==> config.mk <==
export PLATFORM = sky130hd
export DESIGN_NAME = dmem_arbiter
export DESIGN_NICKNAME = d
export VERILOG_FILES = /design/src/rtl/dmem_arbiter.sv
export SDC_FILE = /design/constraint.sdc
export NUM_CORES = 1
export LEC_CHECK = 0
export ABC_AREA = 0
export CAP_MARGIN = 20
export CELL_PAD_IN_SITES_DETAIL_PLACEMENT = 1
export CELL_PAD_IN_SITES_GLOBAL_PLACEMENT = 1
export CORE_UTILIZATION = 25
export CTS_BUF_LIST = sky130_fd_sc_hd__clkbuf_8
export CTS_CLUSTER_DIAMETER = 120
export CTS_CLUSTER_SIZE = 25
export DETAILED_ROUTE_END_ITERATION = 16
export PLACE_DENSITY_LB_ADDON = 0.1
export SYNTH_ARGS = -nofsm -noshare
export SYNTH_HDL_FRONTEND = slang
export SYNTH_SLANG_ARGS = --single-unit
==> constraint.sdc <==
create_clock -name clk -period 2.2 [get_ports clk]
set_input_delay 0.22 -clock clk [delete_from_list [all_inputs] [get_ports clk]]
set_output_delay 0.22 -clock clk [all_outputs]
set_load 0.1 [all_outputs]
==> src/rtl/dmem_arbiter.sv <==
`default_nettype none
// ============================================================================
// Module   : dmem_arbiter
// Purpose  : Shares one data memory between NUM_CORES cores and aggregates
//            their end flags. Define DMEM_ARB_RR_EN for round-robin
//            arbitration; otherwise the lowest requesting index wins.
// Revision : 1.0 - initial release
// ============================================================================
module dmem_arbiter #(
    parameter int NUM_CORES = 4,
    parameter int ADDR_W    = 16,
    parameter int DATA_W    = 16
) (
    input  logic                        clk,
    input  logic                        RESET,
    input  logic [NUM_CORES*ADDR_W-1:0] core_ar,
    input  logic [NUM_CORES*DATA_W-1:0] core_dout,
    input  logic [NUM_CORES-1:0]        core_read,
    input  logic [NUM_CORES-1:0]        core_write,
    input  logic [NUM_CORES-1:0]        core_end,
    output logic [NUM_CORES-1:0]        core_gnt,
    output logic [NUM_CORES-1:0]        core_rvalid,
    output logic [DATA_W-1:0]           core_din,
    output logic [ADDR_W-1:0]           mem_addr,
    output logic [DATA_W-1:0]           mem_wdata,
    output logic                        mem_we,
    output logic                        mem_re,
    input  logic [DATA_W-1:0]           mem_rdata,
    output logic                        all_done
);

    localparam int c_PTR_W = $clog2(NUM_CORES);

    typedef enum logic [1:0] {
        S_IDLE  = 2'd0,
        S_ISSUE = 2'd1,
        S_RESP  = 2'd2
    } state_t;

    state_t                 r_state, w_state_nxt;
    logic [NUM_CORES-1:0]   r_gnt, w_gnt_nxt;
    logic [NUM_CORES-1:0]   r_rvalid, w_rvalid_nxt;
    logic [DATA_W-1:0]      r_din, w_din_nxt;
    logic [ADDR_W-1:0]      r_addr, w_addr_nxt;
    logic [DATA_W-1:0]      r_wdata, w_wdata_nxt;
    logic                   r_we, w_we_nxt;
    logic                   r_re, w_re_nxt;
    logic [c_PTR_W-1:0]     r_sel, w_sel_nxt;
    logic                   r_done;

    logic [NUM_CORES-1:0]   w_req;
    logic [c_PTR_W-1:0]     w_ptr;
    logic [c_PTR_W-1:0]     w_win;
    logic                   w_found;

    // Search starts at the pointer and wraps; first active request wins.
    always_comb begin
        w_req   = core_read | core_write;
        w_found = 1'b0;
        w_win   = '0;
        for (int i = 0; i < NUM_CORES; i++) begin
            if (!w_found && w_req[(int'(w_ptr) + i) % NUM_CORES]) begin
                w_found = 1'b1;
                w_win   = c_PTR_W'((int'(w_ptr) + i) % NUM_CORES);
            end
        end
    end

`ifdef DMEM_ARB_RR_EN
    logic [c_PTR_W-1:0] r_ptr;

    always_ff @(posedge clk or negedge RESET) begin
        if (!RESET) begin
            r_ptr <= '0;
        end else if (r_state == S_IDLE && w_found) begin
            r_ptr <= (int'(w_win) == NUM_CORES - 1) ? '0 : w_win + 1'b1;
        end
    end

    assign w_ptr = r_ptr;
`else
    assign w_ptr = '0;
`endif

    always_comb begin
        w_state_nxt  = r_state;
        w_gnt_nxt    = '0;
        w_rvalid_nxt = '0;
        w_we_nxt     = 1'b0;
        w_re_nxt     = 1'b0;
        w_din_nxt    = r_din;
        w_addr_nxt   = r_addr;
        w_wdata_nxt  = r_wdata;
        w_sel_nxt    = r_sel;
        case (r_state)
            S_IDLE: begin
                if (w_found) begin
                    w_state_nxt      = S_ISSUE;
                    w_sel_nxt        = w_win;
                    w_gnt_nxt[w_win] = 1'b1;
                    w_addr_nxt       = core_ar[w_win*ADDR_W +: ADDR_W];
                    w_wdata_nxt      = core_dout[w_win*DATA_W +: DATA_W];
                    // A write strobe takes precedence over a simultaneous read.
                    w_we_nxt         = core_write[w_win];
                    w_re_nxt         = ~core_write[w_win];
                end
            end
            S_ISSUE: begin
                w_state_nxt = r_we ? S_IDLE : S_RESP;
            end
            S_RESP: begin
                w_din_nxt           = mem_rdata;
                w_rvalid_nxt[r_sel] = 1'b1;
                w_state_nxt         = S_IDLE;
            end
            default: begin
                w_state_nxt = S_IDLE;
            end
        endcase
    end

    always_ff @(posedge clk or negedge RESET) begin
        if (!RESET) begin
            r_state  <= S_IDLE;
            r_gnt    <= '0;
            r_rvalid <= '0;
            r_din    <= '0;
            r_addr   <= '0;
            r_wdata  <= '0;
            r_we     <= 1'b0;
            r_re     <= 1'b0;
            r_sel    <= '0;
            r_done   <= 1'b0;
        end else begin
            r_state  <= w_state_nxt;
            r_gnt    <= w_gnt_nxt;
            r_rvalid <= w_rvalid_nxt;
            r_din    <= w_din_nxt;
            r_addr   <= w_addr_nxt;
            r_wdata  <= w_wdata_nxt;
            r_we     <= w_we_nxt;
            r_re     <= w_re_nxt;
            r_sel    <= w_sel_nxt;
            r_done   <= r_done | (&core_end);
        end
    end

    assign core_gnt    = r_gnt;
    assign core_rvalid = r_rvalid;
    assign core_din    = r_din;
    assign mem_addr    = r_addr;
    assign mem_wdata   = r_wdata;
    assign mem_we      = r_we;
    assign mem_re      = r_re;
    assign all_done    = r_done;

endmodule
`default_nettype wire

Word-level counts from Yosys, hierarchy flattened
Cells that the tools add are included.
{ "word_totals": {"ff_bits": 63, "inputBits": 158, "output_inout_bits": 59} }
{ "classes": {"n_lt_le_gt_ge": 4, "eq_ne": 3, "shifts": 2, "mux": 23, "n_bitwise": 3, "n_reduce_logical": 11} }
{ "op_table": {"columns": ["operator", "count"], "rows": [
  ["$shiftx A64 B7 Y16", 2],
  ["$mux W1", 12],
  ["$mux W4", 3],
  ["$mux W2", 4],
  ["$lt A2 B3 Y1 const B", 2],
  ["$logic_and A1 B1 Y1", 5],
  ["$demux W1 S2", 2],
  ["$ge A2 B1 Y1 const B", 2],
  ["$or A4 B4 Y4", 1],
  ["$pmux W2 S2", 1],
  ["$reduce_and A4 Y1", 1],
  ["$logic_not A1 Y1", 3],
  ["$bmux W1 S2", 1],
  ["$eq A2 B1 Y1 const B", 1],
  ["$eq A2 B2 Y1 const B", 1],
  ["$logic_not A2 Y1", 1],
  ["$ne A2 B2 Y1 const B", 1],
  ["$reduce_and A2 Y1", 1],
  ["$not A1 Y1", 1],
  ["$or A1 B1 Y1", 1]
]} }

Logic depth before layout (Yosys ltp)
{ "logic_depth": {"depth_word": 17, "mapped_depth": 7} }

Worst setup path before layout
Ideal clock, no wire load.
{ "synth_timing": {"kind": "register -> register", "start": "reg r_state[0]", "end": "reg r_addr[10], in the netlist mem_addr[10]", "setup_time_ns": 0.136, "arrival_ns": 1.627, "required_ns": 2.064, "setup_slack_ns": 0.437, "path_stages_with_launch": 7, "n_path_buf": 3, "period_less_slack_ns": 1.763, "cell_sequence": "dfrtp_1 or2_2 clkbuf_1 a41oi_1 buf_2 buf_2 a31oi_1"} }
{ "synth_between": {"elab_chain_len": 2} }
{ "synth_rtl": {"columns": ["element", "line_no", "source"], "rows": [
  ["start: declaration", "40", "state_t r_state, w_state_nxt;"],
  ["start signal: assignment", "135", "r_state <= w_state_nxt;"],
  ["$logic_not A2 Y1", "95", "case (r_state)"],
  ["$reduce_and A2 Y1 (no source line)", null, null],
  ["end signal: assignment", "139", "r_addr <= w_addr_nxt;"],
  ["end: declaration", "44", "logic [ADDR_W-1:0] r_addr, w_addr_nxt;"]
]} }
Every way passes these cells.
A chain may end at the register's enable or synchronous reset.

Worst setup path in the final report
{ "layout_timing": {"start": "in core_read[0]", "end": "reg r_wdata[5], in the netlist mem_wdata[5]"} }
{ "layout_between": {"elab_chain_len": 12, "word_cells_on_any_way": 16} }
{ "layout_rtl": {"columns": ["element", "line_no", "source"], "rows": [
  ["start: declaration", "18", "input logic [NUM_CORES-1:0] core_read,"],
  ["$or A4 B4 Y4 *", "58", "w_req = core_read | core_write;"],
  ["$mux W1 *", "62", "if (!w_found && w_req[(int'(w_ptr) + i) % NUM_CORES]) begin"],
  ["$logic_not A1 Y1", "62", null],
  ["$logic_and A1 B1 Y1", "62", null],
  ["$mux W1", "62", null],
  ["$logic_not A1 Y1", "62", null],
  ["$logic_and A1 B1 Y1", "62", null],
  ["$mux W1", "62", null],
  ["$logic_not A1 Y1", "62", null],
  ["$logic_and A1 B1 Y1", "62", null],
  ["$mux W2 / $mux W1 (equally long branches)", "62", null],
  ["$shiftx A64 B7 Y16 / $reduce_and A2 Y1 (equally long branches)", null, null],
  ["end signal: assignment", "140", "r_wdata <= w_wdata_nxt;"],
  ["end: declaration", "45", "logic [DATA_W-1:0] r_wdata, w_wdata_nxt;"]
]} }
Mark *: on every way between the ends. The rest lies on a longest branch, timed or not.

==> results.md <==
- Die height: 111 um
- Routing usage on met3: 0.0735
- Total count of max-transition violations in the final report: 0
- Post-synth top area share: 0.535
- Synth Cell Area: 0.00294 mm2
- Initial antenna violation count: 0
- Worst-path cell chain: clkdlybuf4s50_1 > or4_1 > nor3_4 > buf_12 > a22oi_1 > a31oi_1
- Reported max-cap violation count: 0
- Top cells by area, synth: sky130_fd_sc_hd__dfrtp_1 54%, sky130_fd_sc_hd__a222oi_1 8.5%, sky130_fd_sc_hd__a31oi_1 6.8%
- Remaining Overflow, GRT: 0
- Slew at the pin with the worst max-slew slack: 827 ps
- Kind of end point of the critical path: flop
- Hold buffer count at CTS: 0
- Worst setup endpoint: mem_wdata[5]$_DFFE_PN0P_
- Top cells by count, synth: 63 x sky130_fd_sc_hd__dfrtp_1, 42 x sky130_fd_sc_hd__nor2_1, 32 x sky130_fd_sc_hd__a31oi_1
- Average routed wire per standard cell: 17.9 um
- Final setup fails: 0
- Number of DRC markers after the initial detailed-route iteration: 179
- Clock tree sinks: 63
- Most Used Layer, Global Route: met2
- Clock insertion delay at the later pin of the skew report: 350 ps
- Standard-cell rows: 39
- Arrival time worst endpoint: 2110 ps
- Period utilisation layout: 0.839
- Setup skew after layout: 4.55 ps
- Reg-to-reg endpoint: mem_addr[13]$_DFFE_PN0P_
- Met2 Track Usage GR: 0.348
- Highest net fanout along the worst path: 39
- Setup slack of the most critical reg-to-reg path: 530 ps
- Post-route minimum period: 1850 ps
- Run status: finished, violations left
- Number of library cell types mapped by synthesis: 32
- Slowest cell on the critical path: sky130_fd_sc_hd__or4_1
- Post-CTS repair timing setup buffer count: 0
- Cell type with the highest aggregate area in the netlist: sky130_fd_sc_hd__dfrtp_1
- Tot GR Track Use: 0.194
- Total stage count of the critical path: 6
- Synth Warn #: 0
- Initial core utilization: 0.257
- TritonCTS clock tree: built
- Number of diodes added for antenna fixing: 0
- Worst r2r src: r_state[0]$_DFFE_PN0P_
- Total die area: 0.0122 mm2
- Register-to-Register Path Depth: 5
- Post-synth ARST share: 1.00
- Detailed-route DRC error count: 0
- Total nets after synthesis: 441
- Port bufs: 216
- # H-tree levels: 3
- Failing checks: hold timing
- Register bit count reported by yosys: 63
- Sequential-to-total area share from yosys stat: 0.535
- Worst slew margin relative to its limit: 0.449
- Highest ir drop seen on vdd: 0.935 mV
- Synthesized area per cell: 10.4 um2
- Worst setup startpoint: core_read[0]
- Die W: 111 um
- Clock transition at the registers of the reported paths: 70 ps
- Number of hold violations in the final report: 43
- Critical path's top delay family: simple AND/OR/NAND/NOR gates
- Final RePlAce weighted congestion: 0.751
- Top-level I/O count: 217
- Power density normalized to cell area: 1670 mW/mm2
- Unrepaired setup endpoints after global routing: false
- Start-to-end type of the worst setup path: in2reg
- Vias per cell: 4.97
- Max frequency: 0.542 GHz
- Area growth, synth to finish: 83.6%
- Most common cell in the netlist: sky130_fd_sc_hd__dfrtp_1
- Number of detailed-routing iterations run before antenna repair: 8
- Worst hold slack after final layout: -37.2 ps
- Kind of start point of the critical path: primary input
- Cell count after synthesis: 283
- Crit path required time: 2470 ps
- Layout cell share with drive strength beyond 1: 0.222
- Number of flops mapped to enable cells by yosys: 0
- GR met1 Demand/Resource: 0.197
- TritonCTS buffer count: 9
- Longest Clk Path Bufs: 2
- Number of gates given a new drive strength after cts: 0
- Count of buffering cells on the critical path with inverters included: 2
- Number of placed instances with taps included: 628
- Most used DFF post-synth: sky130_fd_sc_hd__dfrtp_1
- CORE AREA: 0.0115 mm2
- Min-delay worst type: in2async
- Largest stage delay, worst path: 670 ps
- CTS Root Buffer Type: sky130_fd_sc_hd__clkbuf_8
- Total power draw: 9.01 mW
- Antenna viol nets, final: 0
- Detailed-placement wirelength estimate: 8500 um
- Layout Nets: 654
- Maximum number of pins on one net before global-route repair: 64
- Number of global-route vias before repair: 3630
- Routed wire length: 11500 um
- Final cell count without fillers: 644
- Via count: 3200
- Wire length of the first global-routing pass: 18400 um
- Leakage power total: 2.20 nW
[metal layers]
metal,wire [um],up-vias
li1,-,1501
met1,4300,1518
met2,5810,156
met3,1090,25
met4,333,0
met5,0,-
[registers in the layout, summed over array words and instances (netlist names), 2 cells and up]
register     flops
core_rvalid      4
mem_wdata       16
core_din        16
r_state          2
mem_addr        16
core_gnt         4
r_sel            2
[placed cells by master, fill, tap and decap left out, types with 7 or more instances in the layout]
cell / instances
sky130_fd_sc_hd__nand3_1: 7
sky130_fd_sc_hd__clkbuf_8: 11
sky130_fd_sc_hd__o21ai_0: 7
sky130_fd_sc_hd__a222oi_1: 25
sky130_fd_sc_hd__nor2_1: 41
sky130_fd_sc_hd__a211o_1: 7
sky130_fd_sc_hd__a31oi_1: 32
sky130_fd_sc_hd__buf_4: 68
sky130_fd_sc_hd__a22oi_1: 7
sky130_fd_sc_hd__nand2_1: 26
sky130_fd_sc_hd__clkdlybuf4s50_1: 156
sky130_fd_sc_hd__dfrtp_1: 63
sky130_fd_sc_hd__mux2_2: 16
[per-stage QoR]
| stage | util | TNS [ps] | cell area [um2] | setup slack [ps] | hold WS [ps] |
|---|---|---|---|---|---|
| floorplan | - | 0 | 2940 | 437 | -75.6 |
| global placement | 0.450 | -7860 | 5160 | -315 | 393 |
| detailed placement | 0.452 | -85.0 | 5180 | -33.1 | 381 |
| CTS | 0.471 | 0 | 5400 | 346 | 0.967 |
| global route | 0.471 | 0 | 5400 | 249 | 23.4 |
| finish | 0.471 | 0 | 5400 | 353 | -37.2 |
[cells by family after synthesis]
kind of cell / after synthesis / synth area share
compound gates: 85 / 0.222
buf+inv: 27 / 0.0438
flops: 63 / 0.535
mux: 16 / 0.0612
simple gates: 92 / 0.138
[layout make-up]
class                           count  area [um2]
Clock buffer                       11         151
Clock inverter                      5        72.6
Fill cell                        1293        6060
Inverter                            1        3.75
Multi-Input combinational cell    193        1270
Sequential cell                    63        1580
Tap cell                          143         179
Timing Repair Buffer              228        2150
[worst min path at each step]
| stage | to | startpoint | slack [ps] |
|---|---|---|---|
| after global placement | core_din[13]$_DFFE_PN0P_ | RESET | 390 |
| after floorplan | all_done$_DFF_PN0_ | RESET | -80 |
| after CTS | core_din[13]$_DFFE_PN0P_ | RESET | 1 |
| after detailed placement | core_din[13]$_DFFE_PN0P_ | RESET | 380 |
| after global routing | core_din[13]$_DFFE_PN0P_ | RESET | 20 |
| final | core_din[13]$_DFFE_PN0P_ | RESET | -40 |
[power breakdown]
group	total, mW	leakage [nW]	internal (mW)	switching (mW)
registers	1.98	0.742	1.69	0.295
logic	5.89	1.34	1.40	4.49
clock network	1.14	0.122	0.690	0.451
Note: power is estimated with default switching activity, not from simulation.
